==> config.mk <==
export PLATFORM = sky130hd
export DESIGN_NAME = bcd_display_sched
export DESIGN_NICKNAME = d
export VERILOG_FILES = /design/src/rtl/bcd_pkg.sv /design/src/rtl/bcd_add3.sv /design/src/rtl/bcd_display_sched.sv
export SDC_FILE = /design/constraint.sdc
export NUM_CORES = 1
export LEC_CHECK = 0
export ABC_CLOCK_PERIOD_IN_PS = 3200
export CAP_MARGIN = 40
export CELL_PAD_IN_SITES_DETAIL_PLACEMENT = 1
export CELL_PAD_IN_SITES_GLOBAL_PLACEMENT = 1
export CORE_ASPECT_RATIO = 0.6
export CORE_MARGIN = 3
export CORE_UTILIZATION = 34
export DETAILED_ROUTE_END_ITERATION = 16
export GPL_TIMING_DRIVEN = 0
export PLACE_DENSITY = 0.87
export REMOVE_ABC_BUFFERS = 1
export SETUP_SLACK_MARGIN = 0.02
export SLEW_MARGIN = 20
export SYNTH_ARGS = -nofsm -noshare
export SYNTH_HDL_FRONTEND = slang
export SYNTH_SLANG_ARGS = --single-unit
==> constraint.sdc <==
create_clock -name clock -period 3.2 [get_ports clock]
set_input_delay 0.32 -clock clock [delete_from_list [all_inputs] [get_ports clock]]
set_output_delay 0.32 -clock clock [all_outputs]
set_load 0.005 [all_outputs]
==> src/rtl/bcd_pkg.sv <==
// Shared constants, FSM state type and round-robin helper for the BCD display scheduler.
package bcd_pkg;

  localparam int BIN_W      = 28;
  localparam int NUM_DIGITS = 8;
  localparam int NUM_REQ    = 4;

  localparam logic [3:0]       BLANK_DIGIT = 4'hF;
  localparam logic [BIN_W-1:0] BLANK_VALUE = {BIN_W{1'b1}};

  typedef enum logic [1:0] {
    IDLE = 2'd0,
    CONV = 2'd1,
    DONE = 2'd2
  } state_t;

  // Nearest requester after 'last' going upward, wrapping; 'last' itself is checked last.
  function automatic logic [1:0] rr_pick(input logic [NUM_REQ-1:0] r, input logic [1:0] last);
    logic [1:0] idx;
    logic [1:0] pick;
    logic       found;
    pick  = '0;
    found = 1'b0;
    for (int k = 1; k <= NUM_REQ; k++) begin
      idx = last + 2'(k);
      if (!found && r[idx]) begin
        pick  = idx;
        found = 1'b1;
      end
    end
    return pick;
  endfunction

endpackage

==> src/rtl/bcd_add3.sv <==
// Double-dabble digit correction: adds 3 to a BCD digit of 5 or more before the shift.
module bcd_add3 (
  input  logic [3:0] din,
  output logic [3:0] dout
);

  always_comb begin
    dout = (din >= 4'd5) ? din + 4'd3 : din;
  end

endmodule

==> src/rtl/bcd_display_sched.sv <==
// Four-requester round-robin scheduler feeding a shared serial binary-to-BCD converter
// whose result is latched onto eight held display digits.
//
// state | meaning
// IDLE  | waiting for any req; grants, captures value and pulses ack on the next cycle
// CONV  | one double-dabble shift per clock, BIN_W clocks total
// DONE  | load digits and src, pulse done, return to IDLE
module bcd_display_sched #(
  parameter int BIN_W      = bcd_pkg::BIN_W,
  parameter int NUM_DIGITS = bcd_pkg::NUM_DIGITS
) (
  input  logic             clock,
  input  logic             reset_n,
  input  logic [3:0]       req,
  input  logic [BIN_W-1:0] val0,
  input  logic [BIN_W-1:0] val1,
  input  logic [BIN_W-1:0] val2,
  input  logic [BIN_W-1:0] val3,
  output logic [3:0]       ack,
  output logic             busy,
  output logic             done,
  output logic [1:0]       src,
  output logic [3:0]       HBin7,
  output logic [3:0]       HBin6,
  output logic [3:0]       HBin5,
  output logic [3:0]       HBin4,
  output logic [3:0]       HBin3,
  output logic [3:0]       HBin2,
  output logic [3:0]       HBin1,
  output logic [3:0]       HBin0
);

  import bcd_pkg::*;

  // One extra digit above the display absorbs the ninth decimal place, which is dropped.
  localparam int BCD_N = NUM_DIGITS + 1;
  localparam int BCD_W = 4 * BCD_N;
  localparam int CNT_W = $clog2(BIN_W);

  state_t                  state;
  logic [BIN_W-1:0]        bin_sr;
  logic [BCD_W-1:0]        bcd_sr;
  logic [BCD_W-1:0]        bcd_adj;
  logic [CNT_W-1:0]        cnt;
  logic [1:0]              last_grant;
  logic [1:0]              cur_src;
  logic                    blank_val;
  logic [4*NUM_DIGITS-1:0] disp;

  logic [1:0]       pick;
  logic [BIN_W-1:0] val_sel;
  logic             unused_adj_msb;

  always_comb begin
    pick = rr_pick(req, last_grant);
    case (pick)
      2'd0:    val_sel = val0;
      2'd1:    val_sel = val1;
      2'd2:    val_sel = val2;
      default: val_sel = val3;
    endcase
  end

  for (genvar d = 0; d < BCD_N; d++) begin : g_add3
    bcd_add3 u_add3 (
      .din  (bcd_sr[4*d +: 4]),
      .dout (bcd_adj[4*d +: 4])
    );
  end

  // The corrected top bit falls off the left end of the shift.
  assign unused_adj_msb = bcd_adj[BCD_W-1];

  always_ff @(posedge clock) begin
    if (!reset_n) begin
      state      <= IDLE;
      ack        <= '0;
      busy       <= 1'b0;
      done       <= 1'b0;
      src        <= '0;
      disp       <= {NUM_DIGITS{BLANK_DIGIT}};
      last_grant <= 2'd3;
      cur_src    <= '0;
      blank_val  <= 1'b0;
      bin_sr     <= '0;
      bcd_sr     <= '0;
      cnt        <= '0;
    end else begin
      ack  <= '0;
      done <= 1'b0;
      case (state)
        IDLE: begin
          if (|req) begin
            state      <= CONV;
            busy       <= 1'b1;
            ack        <= 4'b0001 << pick;
            last_grant <= pick;
            cur_src    <= pick;
            bin_sr     <= val_sel;
            bcd_sr     <= '0;
            cnt        <= CNT_W'(BIN_W - 1);
            blank_val  <= (val_sel == {BIN_W{1'b1}});
          end
        end
        CONV: begin
          bcd_sr <= {bcd_adj[BCD_W-2:0], bin_sr[BIN_W-1]};
          bin_sr <= {bin_sr[BIN_W-2:0], 1'b0};
          if (cnt == '0) begin
            state <= DONE;
          end else begin
            cnt <= cnt - 1'b1;
          end
        end
        DONE: begin
          state <= IDLE;
          busy  <= 1'b0;
          done  <= 1'b1;
          src   <= cur_src;
          disp  <= blank_val ? {NUM_DIGITS{BLANK_DIGIT}} : bcd_sr[4*NUM_DIGITS-1:0];
        end
        default: state <= IDLE;
      endcase
    end
  end

  assign HBin0 = disp[3:0];
  assign HBin1 = disp[7:4];
  assign HBin2 = disp[11:8];
  assign HBin3 = disp[15:12];
  assign HBin4 = disp[19:16];
  assign HBin5 = disp[23:20];
  assign HBin6 = disp[27:24];
  assign HBin7 = disp[31:28];

endmodule

## Word level (Yosys, flattened, before mapping)

Index checks and enable logic that the tools add are counted.

| word-level totals | value |
|---|---|
| flip-flop bits (word level) | 116 |
| latch bits | 0 |
| RAM bits | 0 |
| ROM bits | 0 |
| input port bits | 118 |
| output and inout port bits | 40 |
| logic and storage cells | 104 |
| memories | 0 |

| operators by class | value |
|---|---|
| add/subtract/negate cells | 13 |
| multipliers | 0 |
| divide/modulo/power cells | 0 |
| $lt $le $gt $ge | 13 |
| eq/ne operators | 8 |
| shift operators | 1 |
| muxes and demuxes | 39 |
| bitwise gates (word level) | 0 |
| reductions and logical operators | 18 |

Operators by type and width:

| kind | count |
|---|---|
| $pmux 28 s3 | 1 |
| $pmux 36 s2 | 1 |
| $pmux 28 s2 | 1 |
| $ge 4x3->1 const B | 9 |
| $mux 36 | 1 |
| $add 4x2->4 const B | 8 |
| $mux 32 | 1 |
| $mux 4 | 8 |
| $eq 28x28->1 const B | 1 |
| $mux 28 | 1 |
| $lt 2x3->1 const B | 4 |
| $mux 2 | 6 |
| $mux 5 | 2 |
| $pmux 5 s2 | 1 |
| $mux 1 | 9 |
| $bmux 1 s2 | 4 |
| $reduce_and 2->1 | 4 |
| $ne 2x2->1 const B | 3 |
| $reduce_and 3->1 | 2 |
| $logic_not 5->1 | 1 |
| $sub 5x1->5 const B | 1 |
| $add 2x2->2 const B | 2 |
| $eq 2x1->1 const B | 2 |
| $eq 2x2->1 const B | 2 |
| other kinds (11) | 17 |

## Logic depth before layout (Yosys ltp)

| logic depth | value |
|---|---|
| depth after elaboration | 17 |
| mapped depth | 12 |
| gate-level depth less buffers | 8 |

## Modules after synthesis

A second synthesis with hierarchy kept.

| unflattened totals | value |
|---|---|
| cell total of the unflattened synthesis | 581 |
| area total of the unflattened synthesis | 5576.6 µm² |

By module, submodules not included:

| module | instances | cells an instance | area each (µm²) | sequential area each (µm²) |
|---|---|---|---|---|
| bcd_display_sched | 1 | 453 | 4765.8 | 2242.2 |
| bcd_add3 | 8 | 16 | 101.3 | 0.0 |

## Least setup slack after synthesis

No wires, ideal clock.

| timing path | value |
|---|---|
| path type | register to register |
| start point | reg last_grant[1] |
| end point | reg blank_val |
| setup time | 0.069 ns |
| arrival | 2.297 ns |
| path slack | 0.834 ns |
| cell stages (with the launch flop) | 11 |
| buffers on the path | 2 |
| period minus slack after synthesis | 2.366 ns |
| cells stage by stage | dfxtp_1 buf_4 nand2_2 a31oi_4 and2_4 buf_6 nand2_1 a32o_1 or4_1 or4_1 o21ai_1 |

| between the ends | value |
|---|---|
| longest elaborated chain between the ends | 16 |
| elaborated cells between the ends (all ways) | 29 |

Ends and longest elaborated chain:

| element | line | source |
|---|---|---|
| start: declaration | bcd_display_sched.sv:45 | `logic [1:0] last_grant;` |
| start signal: assignment | bcd_display_sched.sv:97 | `last_grant <= pick;` |
| $add 2x1->2 | bcd_pkg.sv:25 | `idx = last + 2'(k);` |
| $bmux 1 s2 | bcd_pkg.sv:26 | `if (!found && r[idx]) begin` |
| $mux 1 (implied by the code) | bcd_pkg.sv:26 |  |
| $mux 1 | bcd_pkg.sv:26 |  |
| $logic_not 1->1 | bcd_pkg.sv:26 |  |
| $logic_and 1x1->1 | bcd_pkg.sv:26 |  |
| $mux 1 | bcd_pkg.sv:26 |  |
| $logic_not 1->1 | bcd_pkg.sv:26 |  |
| $logic_and 1x1->1 | bcd_pkg.sv:26 |  |
| $mux 1 | bcd_pkg.sv:26 |  |
| $logic_not 1->1 | bcd_pkg.sv:26 |  |
| $logic_and 1x1->1 | bcd_pkg.sv:26 |  |
| $mux 2 (*) | bcd_pkg.sv:26 |  |
| $eq 2x2->1, or another cell as far along | bcd_display_sched.sv:56 | `case (pick)` |
| $pmux 28 s3 (*) | bcd_display_sched.sv:56 |  |
| $eq 28x28->1 (*) | bcd_display_sched.sv:102 | `blank_val <= (val_sel == {BIN_W{1'b1}});` |
| end signal: assignment | bcd_display_sched.sv:102 |  |
| end: declaration | bcd_display_sched.sv:47 | `logic blank_val;` |

Mark *: on every way between the ends. The rest lies on a longest branch, timed or not. The select of a mux whose other input is x is not followed.
A chain may end at the register's enable or synchronous reset.

## Worst setup path after layout

| timing path | value |
|---|---|
| start point | in req[3] |
| end point | reg blank_val |

| between the ends | value |
|---|---|
| longest elaborated chain between the ends | 15 |
| elaborated cells between the ends (all ways) | 28 |

Ends and longest elaborated chain:

| element | line | source |
|---|---|---|
| start: declaration | bcd_display_sched.sv:14 | `input logic [3:0] req,` |
| $bmux 1 s2 | bcd_pkg.sv:26 |  |
| $mux 1 (implied by the code) | bcd_pkg.sv:26 |  |
| $mux 1 | bcd_pkg.sv:26 |  |
| $logic_not 1->1 | bcd_pkg.sv:26 |  |
| $logic_and 1x1->1 | bcd_pkg.sv:26 |  |
| $mux 1 | bcd_pkg.sv:26 |  |
| $logic_not 1->1 | bcd_pkg.sv:26 |  |
| $logic_and 1x1->1 | bcd_pkg.sv:26 |  |
| $mux 1 | bcd_pkg.sv:26 |  |
| $logic_not 1->1 | bcd_pkg.sv:26 |  |
| $logic_and 1x1->1 | bcd_pkg.sv:26 |  |
| $mux 2 | bcd_pkg.sv:26 |  |
| $eq 2x2->1, or another cell as far along | bcd_display_sched.sv:56 |  |
| $pmux 28 s3 | bcd_display_sched.sv:56 |  |
| $eq 28x28->1 | bcd_display_sched.sv:102 |  |

Several ways; a longest one is shown, not always the timed one. The select of a mux whose other input is x is not followed.

==> summary.md <==
| Metric | Value |
|---|---|
| Outcome | complete, no violations |
| Max Cap Viol | 0 |
| Non-filler cells, final | about 1,000 |
| First-pass detailed-route iteration total | 5 |
| Routability cong. | a little under 0.8 |
| Final setup margin | between 150 and 200 ps |
| Die H | about 100 um |
| Layout area overhead | 40.2% |
| Worst Hold Depth | 2 |
| GRT met1 Usage | about a quarter |
| Setup TNS | 0 ps |
| Fin crit share | around 94% |
| Count of cell types in the netlist | 40 |
| Total grt overflow | 0 |
| Cell Area, Synth | around 0.0055 mm2 |
| Tot Pwr | about 0.0037 W |
| Root buf cell | clkbuf_16 |
| Yosys Warn Count | 0 |
| Die ar. | 0.0178 mm2 |
| First-pass GRT wire length | between 20,000 and 30,000 um |
| DR vias | approximately 5,600 |
| Worst Hold Launch | src[1] |
| I/O pin count | ~160 |
| Worst Path Arrival | around 3300 ps |
| Worst-path cell chain | clkdlybuf4s50_1 > nand2b_1 > a21boi_1 > o21ai_4 > buf_16 > buf_16 > a21oi_1 > a32o_1 > or4_1 > or4_1 > o21ai_1 |
| Initial Utilization | about a third |
| Tmin final | between 3000 and 4000 ps |
| CP max stage cell | clkdlybuf4s50_1 |
| Main flop type after synthesis | dfxtp_1 |
| WS Path Type | primary input to flop |
| # H-tree levels | 3 |
| Met3 usage | under 10% |
| Most common cell after layout, fill and taps aside | clkdlybuf4s50_1 |
| Fin nets | between 900 and 1,000 |
| Max_slew headroom | a little over half |
| Clk slew on worst S/H paths | around 80 ps |
| Pins Over Slew Limit | 0 |
| GRT Resource Usage Total | approximately 19% |
| Grt met2 use | about a third |
| Worst-skew pair later-pin latency | roughly 350 ps |
| Largest fanout on the critical path | 33 |
| Final-report hold violation count | 0 |
| Unrepaired setup endpoints after global routing | false |
| Most frequent cells in the layout | clkdlybuf4s50_1, nand2_1, dfxtp_1 |
| Filler cells | approximately 1,900 |
| Leak pwr | around 2.8 nW |
| Ys async rst share | 0% |
| CTS tree | yes |
| Worst-margin pin slew | approximately 710 ps |
| Worst min-delay path class | flop to flop |
| Pre-CTS WS | -311 ps |
| Worst Setup SP | req[3] |
| Element type at the critical path end | flop |
| # diodes | 0 |
| Core Footprint | ~0.016 mm2 |
| Gate Count Post-Synth | 696 |
| Multi-input combinational cell area | 0.00302 mm2 |
| Worst Setup Start Kind | primary input |
| DRT antenna net count | 0 |
| Reg2reg start | last_grant[1] |
| Initial antenna violation count | 0 |
| Max frequency | approximately 0.33 GHz |
| Per-cell routed wire length | between 15 and 20 um |
| CTS sink cnt | approximately 110 |
| Vias in the first global route | roughly 5,700 |
| DR vias/cell | 5.38 |
| Pin count of the biggest net entering global routing | 58 |
| Post-synth EDFFs | 0 |
| Worst r2r path cells | 10 |
| # rows | 35 |
| Drc violations | 0 |
| Core Util, Final | roughly 49% |
| Worst VDD drop | around 0.24 mV |
| Initial DRC count | roughly 290 |
| Register Area | about 0.0022 mm2 |
| Routed WL | roughly 18,000 um |
| Slowest stage delay, CP | 580 ps |
| Port bufs | between 150 and 200 |
| Placed cells | about 1,000 |
| Layout cells sized above 1 | ~5.5% |
| CP Data Required Time | ~3500 ps |
| CTS buffer count | 9 |
| Detail Placement HPWL | approximately 13,000 um |
| Worst-case clock skew | 12.3 ps |
| # setup viols final | 0 |
| Die width | around 170 um |
| Seq cells post-synth | about 110 |
| Grt peak-use layer | met2 |
| PwrDens | just under 500 mW/mm2 |
| Sequential area share after synthesis | 40.8% |
| Mapped Avg Cell Area | slightly below 8 um2 |
| Worst-case clock buffer depth | 2 |
[power by group]
group	internal [W]	leakage (nW)	switching, W
registers	0.00149	0.914	0.0000706
logic	0.000483	1.75	0.000560
clock network	0.000570	0.144	0.000565
total	0.00255	2.81	0.00120
[Yosys cell counts (all sizes together) (17+ instances only)]
cell type	n	share of area, %
a21oi	76	6.9
a221oi	17	2.7
buf	18	1.6
clkbuf	36	2.5
dfxtp	112	41
ha	18	4.1
inv	19	1.3
nand2	131	9.0
nand3	30	2.7
nor2	57	3.9
nor3	19	1.7
o21ai	28	2.6
o22a	34	5.4
[metrics by stage]
| stage | hold WS, ps | area [um2] |
|---|---|---|
| floorplan | 396 | 5280 |
| detailed placement | 449 | 7350 |
| global route | 486 | 7710 |
| global placement | 445 | 7100 |
| finish | 463 | 7710 |
| CTS | 468 | 7650 |
[worst max-delay path, delay by kind of cell]
kind	cells	cell delay [ps]
and+or+nand+nor	3	1140
buffers and inverters	3	950
AOI/OAI and AO/OA	5	850
[logic make-up after synthesis]
kind of cell	share of synthesized area (%)
AO/OA/AOI/OAI	25.2
XOR/XNOR	2.87
adder cells (fa/ha/maj)	4.09
buffers and inverters	5.41
flip-flops	40.8
multiplexers	0.728
AND/OR/NAND/NOR	20.9
[area by class of cell]
type                            instances  area share [%]
Inverter                               20           0.990
Clock inverter                          6           0.795
Tap cell                              203            3.29
Multi-Input combinational cell        512            39.1
Timing Repair Buffer                  172            23.6
Sequential cell                       112            29.1
Clock buffer                           10            3.10
[path summary, 6_finish.rpt]
kind                                   to  slack, ps
worst max-delay path            blank_val        200
worst min-delay path               src[1]        460
worst max register to register  blank_val        290
worst min register to register     src[1]        460
[registers in the layout (all words and copies together) (netlist names)]
| register | cells |
|---|---|
| cnt | 5 |
| last_grant | 2 |
| src | 2 |
| bin_sr | 28 |
| ack | 4 |
| state | 2 |
| cur_src | 2 |
| done | 1 |
| bcd_sr | 32 |
| blank_val | 1 |
| busy | 1 |
| disp | 32 |
[metal layers]
metal  up-vias  wire length (um)
li1       2735                 -
met1      2695              9050
met2       130              8050
met3         5               947
met4         0                60
met5         -                 0
[timing repair]
action                                  CTS  global route
endpoints found under the setup margin    0             1
hold buffers                              0             0
buffers inserted                          0             6
resized for setup                         0             1
Power figures use the tool's default switching activity.
